<file path="src/rtl/ex_mem_stage_pkg.sv">
// Shared definitions for the EX->MEM boundary: datapath widths, result-select
// encodings (also used by execute-stage decode) and the held-entry layout.
package ex_mem_stage_pkg;

  localparam int N = 16;
  localparam int R = 3;

  typedef enum logic [2:0] {
    RES_ALU  = 3'd0,
    RES_SEQ  = 3'd1,
    RES_SLT  = 3'd2,
    RES_SLE  = 3'd3,
    RES_SCO  = 3'd4,
    RES_LINK = 3'd5
  } res_sel_e;

  typedef struct packed {
    logic [N-1:0] result;
    logic [N-1:0] st_data;
    logic         mem_rd;
    logic         mem_wr;
    logic         reg_wr;
    logic [R-1:0] wr_reg;
  } entry_t;

endpackage

</file>
<file path="src/rtl/ex_mem_stage_if.sv">
// Execute-side inputs, MEM-side outputs and the forwarding port of the EX->MEM stage.
// Handshake: a transfer happens on a rising edge where valid & ready are both 1;
// valid never depends on ready, and ready never depends on the same side's valid.
interface ex_mem_stage_if;
  import ex_mem_stage_pkg::*;

  logic         in_valid;
  logic         in_ready;
  logic [N-1:0] alu_out;
  logic         zero;
  logic         ofl;
  logic         carry;
  logic         neg;
  logic [2:0]   res_sel;
  logic [N-1:0] link_pc;
  logic [N-1:0] st_data;
  logic         mem_rd;
  logic         mem_wr;
  logic         reg_wr;
  logic         halt_in;
  logic [R-1:0] wr_reg;
  logic         flush;

  logic         out_valid;
  logic         out_ready;
  logic [N-1:0] result;
  logic [N-1:0] st_data_q;
  logic         mem_rd_q;
  logic         mem_wr_q;
  logic         reg_wr_q;
  logic [R-1:0] wr_reg_q;
  logic         fwd_en;
  logic [R-1:0] fwd_reg;
  logic [N-1:0] fwd_data;
  logic         halted;

  modport master (
    output in_valid, alu_out, zero, ofl, carry, neg, res_sel, link_pc, st_data,
           mem_rd, mem_wr, reg_wr, halt_in, wr_reg, flush, out_ready,
    input  in_ready, out_valid, result, st_data_q, mem_rd_q, mem_wr_q, reg_wr_q,
           wr_reg_q, fwd_en, fwd_reg, fwd_data, halted
  );

  modport slave (
    input  in_valid, alu_out, zero, ofl, carry, neg, res_sel, link_pc, st_data,
           mem_rd, mem_wr, reg_wr, halt_in, wr_reg, flush, out_ready,
    output in_ready, out_valid, result, st_data_q, mem_rd_q, mem_wr_q, reg_wr_q,
           wr_reg_q, fwd_en, fwd_reg, fwd_data, halted
  );

endinterface

</file>
<file path="src/rtl/ex_mem_stage_cond_resolve.sv">
// Turns ALU flags into set-condition results and selects link/ALU values.
// Set compares assume the ALU computed A-B (or A+B for SCO).
module ex_mem_stage_cond_resolve
  import ex_mem_stage_pkg::*;
(
  input  logic         zero,
  input  logic         ofl,
  input  logic         carry,
  input  logic         neg,
  input  logic [2:0]   res_sel,
  input  logic [N-1:0] alu_out,
  input  logic [N-1:0] link_pc,
  output logic [N-1:0] result
);

  logic lt;
  assign lt = neg ^ ofl;

  always_comb begin
    result = alu_out;
    case (res_sel)
      RES_SEQ:  result = {{(N-1){1'b0}}, zero};
      RES_SLT:  result = {{(N-1){1'b0}}, lt};
      RES_SLE:  result = {{(N-1){1'b0}}, lt | zero};
      RES_SCO:  result = {{(N-1){1'b0}}, carry};
      RES_LINK: result = link_pc;
      default:  result = alu_out;
    endcase
  end

endmodule

</file>
<file path="src/rtl/ex_mem_stage.sv">
// EX->MEM pipeline register: single-entry valid/ready stage with flush, sticky
// halt and a registered forwarding port back to execute.
module ex_mem_stage
  import ex_mem_stage_pkg::*;
(
  input  logic         clk,
  input  logic         rst,
  ex_mem_stage_if.slave bus
);

  entry_t       q;
  logic         out_valid;
  logic         halted;
  logic         in_ready;
  logic         accept;
  logic [N-1:0] res_next;

  ex_mem_stage_cond_resolve u_cond (
    .zero    (bus.zero),
    .ofl     (bus.ofl),
    .carry   (bus.carry),
    .neg     (bus.neg),
    .res_sel (bus.res_sel),
    .alu_out (bus.alu_out),
    .link_pc (bus.link_pc),
    .result  (res_next)
  );

  assign in_ready = ~halted & (~out_valid | bus.out_ready);
  assign accept   = bus.in_valid & in_ready & ~bus.flush;

  // Flush beats accept, accept beats drain, so a drain+accept keeps out_valid high.
  always_ff @(posedge clk or negedge rst) begin
    if (!rst) begin
      q         <= '0;
      out_valid <= 1'b0;
      halted    <= 1'b0;
    end else if (bus.flush) begin
      out_valid <= 1'b0;
    end else if (accept) begin
      q.result  <= res_next;
      q.st_data <= bus.st_data;
      q.mem_rd  <= bus.mem_rd;
      q.mem_wr  <= bus.mem_wr;
      q.reg_wr  <= bus.reg_wr;
      q.wr_reg  <= bus.wr_reg;
      out_valid <= 1'b1;
      if (bus.halt_in) halted <= 1'b1;
    end else if (out_valid && bus.out_ready) begin
      out_valid <= 1'b0;
    end
  end

  assign bus.in_ready  = in_ready;
  assign bus.out_valid = out_valid;
  assign bus.halted    = halted;
  assign bus.result    = q.result;
  assign bus.st_data_q = q.st_data;
  assign bus.wr_reg_q  = q.wr_reg;
  assign bus.mem_rd_q  = out_valid & q.mem_rd;
  assign bus.mem_wr_q  = out_valid & q.mem_wr;
  assign bus.reg_wr_q  = out_valid & q.reg_wr;

  // Loads are not forwardable: their data only exists after MEM.
  assign bus.fwd_en    = out_valid & q.reg_wr & ~q.mem_rd;
  assign bus.fwd_reg   = q.wr_reg;
  assign bus.fwd_data  = q.result;

endmodule
</file>
<file path="src/flat_wrapper.sv">
// flat-port wrapper written by rule: the top's interface ports become plain ports
module ex_mem_stage_flat import ex_mem_stage_pkg::*;
  (clk, rst, bus_in_valid, bus_alu_out, bus_zero, bus_ofl, bus_carry, bus_neg, bus_res_sel, bus_link_pc, bus_st_data, bus_mem_rd, bus_mem_wr, bus_reg_wr, bus_halt_in, bus_wr_reg, bus_flush, bus_out_ready, bus_in_ready, bus_out_valid, bus_result, bus_st_data_q, bus_mem_rd_q, bus_mem_wr_q, bus_reg_wr_q, bus_wr_reg_q, bus_fwd_en, bus_fwd_reg, bus_fwd_data, bus_halted);
  ex_mem_stage_if bus_i ();
  input  logic clk;
  input  logic rst;
  input wire logic [$bits(bus_i.in_valid)-1:0] bus_in_valid;
  input wire logic [$bits(bus_i.alu_out)-1:0] bus_alu_out;
  input wire logic [$bits(bus_i.zero)-1:0] bus_zero;
  input wire logic [$bits(bus_i.ofl)-1:0] bus_ofl;
  input wire logic [$bits(bus_i.carry)-1:0] bus_carry;
  input wire logic [$bits(bus_i.neg)-1:0] bus_neg;
  input wire logic [$bits(bus_i.res_sel)-1:0] bus_res_sel;
  input wire logic [$bits(bus_i.link_pc)-1:0] bus_link_pc;
  input wire logic [$bits(bus_i.st_data)-1:0] bus_st_data;
  input wire logic [$bits(bus_i.mem_rd)-1:0] bus_mem_rd;
  input wire logic [$bits(bus_i.mem_wr)-1:0] bus_mem_wr;
  input wire logic [$bits(bus_i.reg_wr)-1:0] bus_reg_wr;
  input wire logic [$bits(bus_i.halt_in)-1:0] bus_halt_in;
  input wire logic [$bits(bus_i.wr_reg)-1:0] bus_wr_reg;
  input wire logic [$bits(bus_i.flush)-1:0] bus_flush;
  input wire logic [$bits(bus_i.out_ready)-1:0] bus_out_ready;
  output wire logic [$bits(bus_i.in_ready)-1:0] bus_in_ready;
  output wire logic [$bits(bus_i.out_valid)-1:0] bus_out_valid;
  output wire logic [$bits(bus_i.result)-1:0] bus_result;
  output wire logic [$bits(bus_i.st_data_q)-1:0] bus_st_data_q;
  output wire logic [$bits(bus_i.mem_rd_q)-1:0] bus_mem_rd_q;
  output wire logic [$bits(bus_i.mem_wr_q)-1:0] bus_mem_wr_q;
  output wire logic [$bits(bus_i.reg_wr_q)-1:0] bus_reg_wr_q;
  output wire logic [$bits(bus_i.wr_reg_q)-1:0] bus_wr_reg_q;
  output wire logic [$bits(bus_i.fwd_en)-1:0] bus_fwd_en;
  output wire logic [$bits(bus_i.fwd_reg)-1:0] bus_fwd_reg;
  output wire logic [$bits(bus_i.fwd_data)-1:0] bus_fwd_data;
  output wire logic [$bits(bus_i.halted)-1:0] bus_halted;
  assign bus_i.in_valid = bus_in_valid;
  assign bus_i.alu_out = bus_alu_out;
  assign bus_i.zero = bus_zero;
  assign bus_i.ofl = bus_ofl;
  assign bus_i.carry = bus_carry;
  assign bus_i.neg = bus_neg;
  assign bus_i.res_sel = bus_res_sel;
  assign bus_i.link_pc = bus_link_pc;
  assign bus_i.st_data = bus_st_data;
  assign bus_i.mem_rd = bus_mem_rd;
  assign bus_i.mem_wr = bus_mem_wr;
  assign bus_i.reg_wr = bus_reg_wr;
  assign bus_i.halt_in = bus_halt_in;
  assign bus_i.wr_reg = bus_wr_reg;
  assign bus_i.flush = bus_flush;
  assign bus_i.out_ready = bus_out_ready;
  assign bus_in_ready = bus_i.in_ready;
  assign bus_out_valid = bus_i.out_valid;
  assign bus_result = bus_i.result;
  assign bus_st_data_q = bus_i.st_data_q;
  assign bus_mem_rd_q = bus_i.mem_rd_q;
  assign bus_mem_wr_q = bus_i.mem_wr_q;
  assign bus_reg_wr_q = bus_i.reg_wr_q;
  assign bus_wr_reg_q = bus_i.wr_reg_q;
  assign bus_fwd_en = bus_i.fwd_en;
  assign bus_fwd_reg = bus_i.fwd_reg;
  assign bus_fwd_data = bus_i.fwd_data;
  assign bus_halted = bus_i.halted;
  ex_mem_stage u_core (.clk(clk), .rst(rst), .bus(bus_i));
endmodule
</file>
<file path="config.mk">
export PLATFORM = sky130hd
export DESIGN_NAME = ex_mem_stage_flat
export DESIGN_NICKNAME = d
export VERILOG_FILES = /design/src/rtl/ex_mem_stage_pkg.sv /design/src/rtl/ex_mem_stage_if.sv /design/src/rtl/ex_mem_stage_cond_resolve.sv /design/src/rtl/ex_mem_stage.sv /design/src/flat_wrapper.sv
export SDC_FILE = /design/constraint.sdc
export NUM_CORES = 1
export LEC_CHECK = 0
export BUFFER_PORTS_ARGS = -buffer_cell sky130_fd_sc_hd__buf_2
export CORE_UTILIZATION = 40
export DETAILED_ROUTE_END_ITERATION = 16
export GPL_TIMING_DRIVEN = 0
export PLACE_DENSITY_LB_ADDON = 0.2
export SLEW_MARGIN = 20
export SYNTH_ARGS = -nofsm -noshare
export SYNTH_HDL_FRONTEND = slang
export SYNTH_HIERARCHICAL = 1
export SYNTH_SLANG_ARGS = --single-unit
</file>
<file path="constraint.sdc">
create_clock -name clk -period 3.4 [get_ports clk]
set_clock_uncertainty 0.2 [all_clocks]
set_input_delay 0.34 -clock clk [delete_from_list [all_inputs] [get_ports clk]]
set_output_delay 0.34 -clock clk [all_outputs]
set_load 0.02 [all_outputs]
</file>
Word level (Yosys, flattened, before mapping)
Cells that the tools add are included.
{"block": "classes", "n_eq_ne": 5, "n_bitwise": 14, "n_reduce_logical": 4, "mux": 4}
{"op": "16-bit one-hot mux with 5 select lines", "count": 1}
{"op": "1-bit AND", "count": 7}
{"op": "3-bit by 2-bit == test with 1-bit output (second input constant)", "count": 2}
{"op": "3-bit == test (second input constant)", "count": 2}
{"op": "1-bit inverter", "count": 4}
{"op": "3-bit by 1-bit == test with 1-bit output (second input constant)", "count": 1}
{"op": "1-bit two-way mux", "count": 3}
{"op": "3-bit AND reduction", "count": 1}
{"op": "3-bit nonzero test", "count": 1}
{"op": "1-bit bitwise OR", "count": 2}
{"op": "2-bit AND reduction", "count": 1}
{"op": "1-bit logical AND", "count": 1}
{"op": "1-bit bitwise XOR", "count": 1}
{"block": "word_totals", "out_inout_bits": 61, "reg_bits": 40, "in_bits": 67}

Longest topological paths before layout
{"block": "logic_depth", "word_depth": 7, "mapped_depth": 6, "mapped_depth_nobuf": 4}

By module
Netlist, hierarchy kept.
{"module": "ex_mem_stage", "area_per_inst_um2": 1964.4, "cells_per_inst": 146, "seq_area_each_um2": 1001.0, "n_inst": 1}
{"module": "ex_mem_stage_cond_resolve", "area_per_inst_um2": 479.2, "cells_per_inst": 83, "seq_area_each_um2": 0.0, "n_inst": 1}

Worst setup path after synthesis
No wires, ideal clock.
{"block": "synth_timing", "path_kind": "reg-to-reg", "startpoint": "register u_core.out_valid, in the netlist u_core/bus.out_valid", "endpoint": "register u_core.q (netlist bit u_core/bus.fwd_reg[0])", "required_ps": 3075, "path_slack_ps": 1599, "arrival_ps": 1476, "setup_ps": 125, "path_stages_with_launch": 5, "period_less_slack_ps": 1801, "path_buffers": 1, "cell_sequence": "dfrtp_1 -> nor2b_4 -> nor4b_4 -> buf_6 -> mux2_2"}
{"block": "synth_via", "elab_chain_cells": 6}
{"item": "start, declared", "line_no": "ex_mem_stage.sv:12", "source": "logic out_valid;"}
{"item": "start signal, assigned", "line_no": "ex_mem_stage.sv:36", "source": "out_valid <= 1'b0;"}
{"item": "start signal, assigned", "line_no": "ex_mem_stage.sv:39", "source": "out_valid <= 1'b0;"}
{"item": "start signal, assigned", "line_no": "ex_mem_stage.sv:47", "source": "out_valid <= 1'b1;"}
{"item": "1-bit inverter", "line_no": "ex_mem_stage.sv:29", "source": "assign in_ready = ~halted & (~out_valid | bus.out_ready);"}
{"item": "1-bit bitwise OR", "line_no": "ex_mem_stage.sv:29"}
{"item": "1-bit AND", "line_no": "ex_mem_stage.sv:29"}
{"item": "1-bit AND (2 in a row)", "line_no": "ex_mem_stage.sv:30", "source": "assign accept = bus.in_valid & in_ready & ~bus.flush;"}
{"item": "2-bit AND reduction (no source line)"}
{"item": "end, declared", "line_no": "ex_mem_stage.sv:11", "source": "entry_t q;"}
No other way between the ends.
A chain may end at the register's enable or synchronous reset.

Worst setup path in the final report
{"block": "layout_timing", "startpoint": "register u_core.out_valid, in the netlist u_core/bus.out_valid", "endpoint": "register u_core/bus.fwd_data[5] (netlist name)"}
{"block": "layout_via", "elab_chain_cells": 6}
{"item": "1-bit inverter", "line_no": "ex_mem_stage.sv:29"}
{"item": "1-bit bitwise OR", "line_no": "ex_mem_stage.sv:29"}
{"item": "1-bit AND", "line_no": "ex_mem_stage.sv:29"}
{"item": "1-bit AND (2 in a row)", "line_no": "ex_mem_stage.sv:30"}
{"item": "2-bit AND reduction (no source line)"}
No other way between the ends.

==> results.cfg <==
[worst_setup_path]
path_max_fanout = 10
cp_data_required_time_ns = 3.37
crit_path_cell_trace = nor2b_4, nor4b_4, buf_6, mux2_2
worst-setup-path-type = register to register
slowest_stage = dfrtp_1
r2r-end = u_core/bus.fwd_data[5]$_DFFE_PN0P_
r2r-start = u_core/bus.out_valid$_DFFE_PN0P_
startpoint_type = register
rr_worst_depth = 4
max_stage_delay_ns = 0.43
reg2reg_setup_slack_ns = 1.56
endpoint_kind = register
cp.arrival_ns = 1.81

[pwr]
pwr-share-clk = 0.121
switching_share = 0.375
power_frac_seq = 0.317
comb_power_share = 0.562
p_int_mw = 1.67
switchingPower_mw = 1.00
total_leakage_power_nw = 1.78
power_density_nw_per_um2 = 819
peakVddDrop_v = 0.000401

[synthesis]
yosys_register_bits = 40
yosysTopAreaCellShare = 0.410
ys.warnings.count = 6
async_reset_ff_frac = 1.00
synth_top_area_cell = dfrtp_1
synthFlopType = dfrtp_1
synthesis.area_sq_um = 2440
synth_edf_count = 0
synth_top_cells_by_count = buf_4 (55), dfrtp_1 (40), mux2_2 (36)
synth_nets = 296
yosysSeqAreaShare = 0.410
yosysMostFrequentCell = buf_4
synth_cells = 229
yosysUniqueCellTypes = 26
synth_area_leaders = dfrtp_1 (41%), buf_4 (17%), mux2_2 (17%)
synth_area_per_cell_sq_um = 10.7

[layout]
fin_cells = 438
n_antenna_cell = 0
nets = 429
final_layout_size_suffix_gt1_frac = 0.656
multi_input_area_sq_um = 927
final-seq-area_sq_um = 1000
areaGrowthSynthToFinish_pct = 33.5
fillers = 554
final_util = 0.551

[grt]
grt_use_total = 0.164
grt_overflow_total = 0
grt_pass1_vias = 1792
grt_max_degree = 41
antenna_found_initial = 0
grt_pass1_wl_microns = 8130

[die]
ios = 128
core_sq_um = 5920
die_h_microns = 80.2
die_x_microns = 80.2
dieArea_sq_um = 6430
initial_core_util = 0.413
fp-row-count = 28

[sta]
fin_ws_ns = 1.56
tightest_slew_ns = 0.884
whs_ns = -0.0288
rsz0062_at_grt = no
finalSetupViolations = 0
finalHoldViolations = 40
period_minus_slack_ns = 1.84
max_freq_mhz = 544
slew_headroom = 0.411
timing.final.crit_share = 0.541
slew_violations = 0
finalSetupTns_ns = 0

[placement]
place_hpwl_microns = 3890
routabilityCongestion = 0.806
place_inst = 430
io_buffers = 126
pre_cts_slack_ns = 1.52

[clock_tree]
clk_pin_slew_ns = 0.07
htree_num_levels = 2
cts_setup_buffers = 0
clk_latency_ns = 0.28
cts.sinks = 40
cts_buffers = 5
cts_tree = done
ctsHoldBuffers = 0
cts_buffer_depth = 2
cts_root_buf = clkbuf_8
cts-resized-gates = 0

[route]
wl_per_cell_microns = 11.5
route.vias.total = 2009
antenna_left = 0
drt_iter0_markers = 47
drc = 0
first_pass_iters = 6
post_drt_via_cell_ratio = 4.59
wirelength_microns = 5020

[run_status]
status = finished with violations
violations = hold timing

[flow_run]
max_cap_viol_count = 0

[worst_hold_path]
hold_path.class = input pin to asynchronous set/reset pin
-- metrics by stage --
step           area [sq um]  power, mW
2_1_floorplan          2440       1.97
3_3_place_gp           3170       2.35
3_5_place_dp           3170       2.38
4_1_cts                3260       2.72
5_1_grt                3260       2.87
6_report               3260       2.67
-- cells by family after synthesis --
group	share of synthesized area
compound gates	0.105
xor+xnor	0.00358
simple gates	0.0906
mux	0.180
buf+inv	0.211
flops	0.410
-- routing by layer --
metal | track usage | wire length [microns] | vias up | part of all wire
met5 | 0 | 0 | - | 0
met4 | 0.0661 | 116 | 0 | 0.023
met3 | 0.0386 | 378 | 10 | 0.075
met2 | 0.270 | 2410 | 88 | 0.48
met1 | 0.205 | 2110 | 922 | 0.42
li1 | - | - | 989 | -
-- layout make-up --
cell class / count / share of cell area
Clock buffer: 7 / 0.0265
Multi-Input combinational cell: 120 / 0.284
Tap cell: 75 / 0.0288
Inverter: 2 / 0.00230
Buffer: 67 / 0.156
Sequential cell: 40 / 0.307
Clock inverter: 1 / 0.00230
Timing Repair Buffer: 126 / 0.193
-- how the worst max path moves through the flow --
stage	slack (ns)	to	from
6_report	1.56	u_core/bus.fwd_data[5]$_DFFE_PN0P_	u_core/bus.out_valid$_DFFE_PN0P_
5_1_grt	1.47	u_core/bus.fwd_reg[0]$_DFFE_PN0P_	u_core/bus.out_valid$_DFFE_PN0P_
4_1_cts	1.55	u_core/q[5]$_DFFE_PN0P_	u_core/bus.out_valid$_DFFE_PN0P_
3_5_place_dp	1.52	u_core/bus.fwd_data[0]$_DFFE_PN0P_	bus_res_sel[2]
3_3_place_gp	1.54	u_core/bus.fwd_data[0]$_DFFE_PN0P_	bus_res_sel[2]
2_1_floorplan	1.60	u_core/bus.fwd_reg[0]$_DFFE_PN0P_	u_core/bus.out_valid$_DFFE_PN0P_
-- worst max-delay path, delay by kind of cell (launching register included) --
family                 cells  cell delay [ns]
buffers and inverters      1             0.22
flip-flops                 1             0.43
AND/OR/NAND/NOR            2             0.53
multiplexers               1             0.34
-- power by group through the flow --
stage | logic (mW) | clock network, mW | registers (mW)
detailed placement | 1.52 | 0 | 0.860
global route | 1.62 | 0.363 | 0.885
finish | 1.50 | 0.324 | 0.846
CTS | 1.52 | 0.344 | 0.851
floorplan | 1.15 | 0 | 0.822
global placement | 1.50 | 0 | 0.850
-- layout by cell type, fill, tap and decap left out, types with 2 or more instances in the layout --
| cell type | count |
|---|---|
| buf_2 | 130 |
| buf_4 | 55 |
| dfrtp_1 | 40 |
| mux2_2 | 36 |
| nand2_1 | 32 |
| o21ai_0 | 15 |
| a22o_1 | 15 |
| clkbuf_8 | 6 |
| buf_6 | 6 |
| clkbuf_1 | 3 |
| and2_1 | 3 |
| mux2_1 | 3 |
| a21o_1 | 3 |
| inv_1 | 2 |
(Power assumes the default switching activity.)
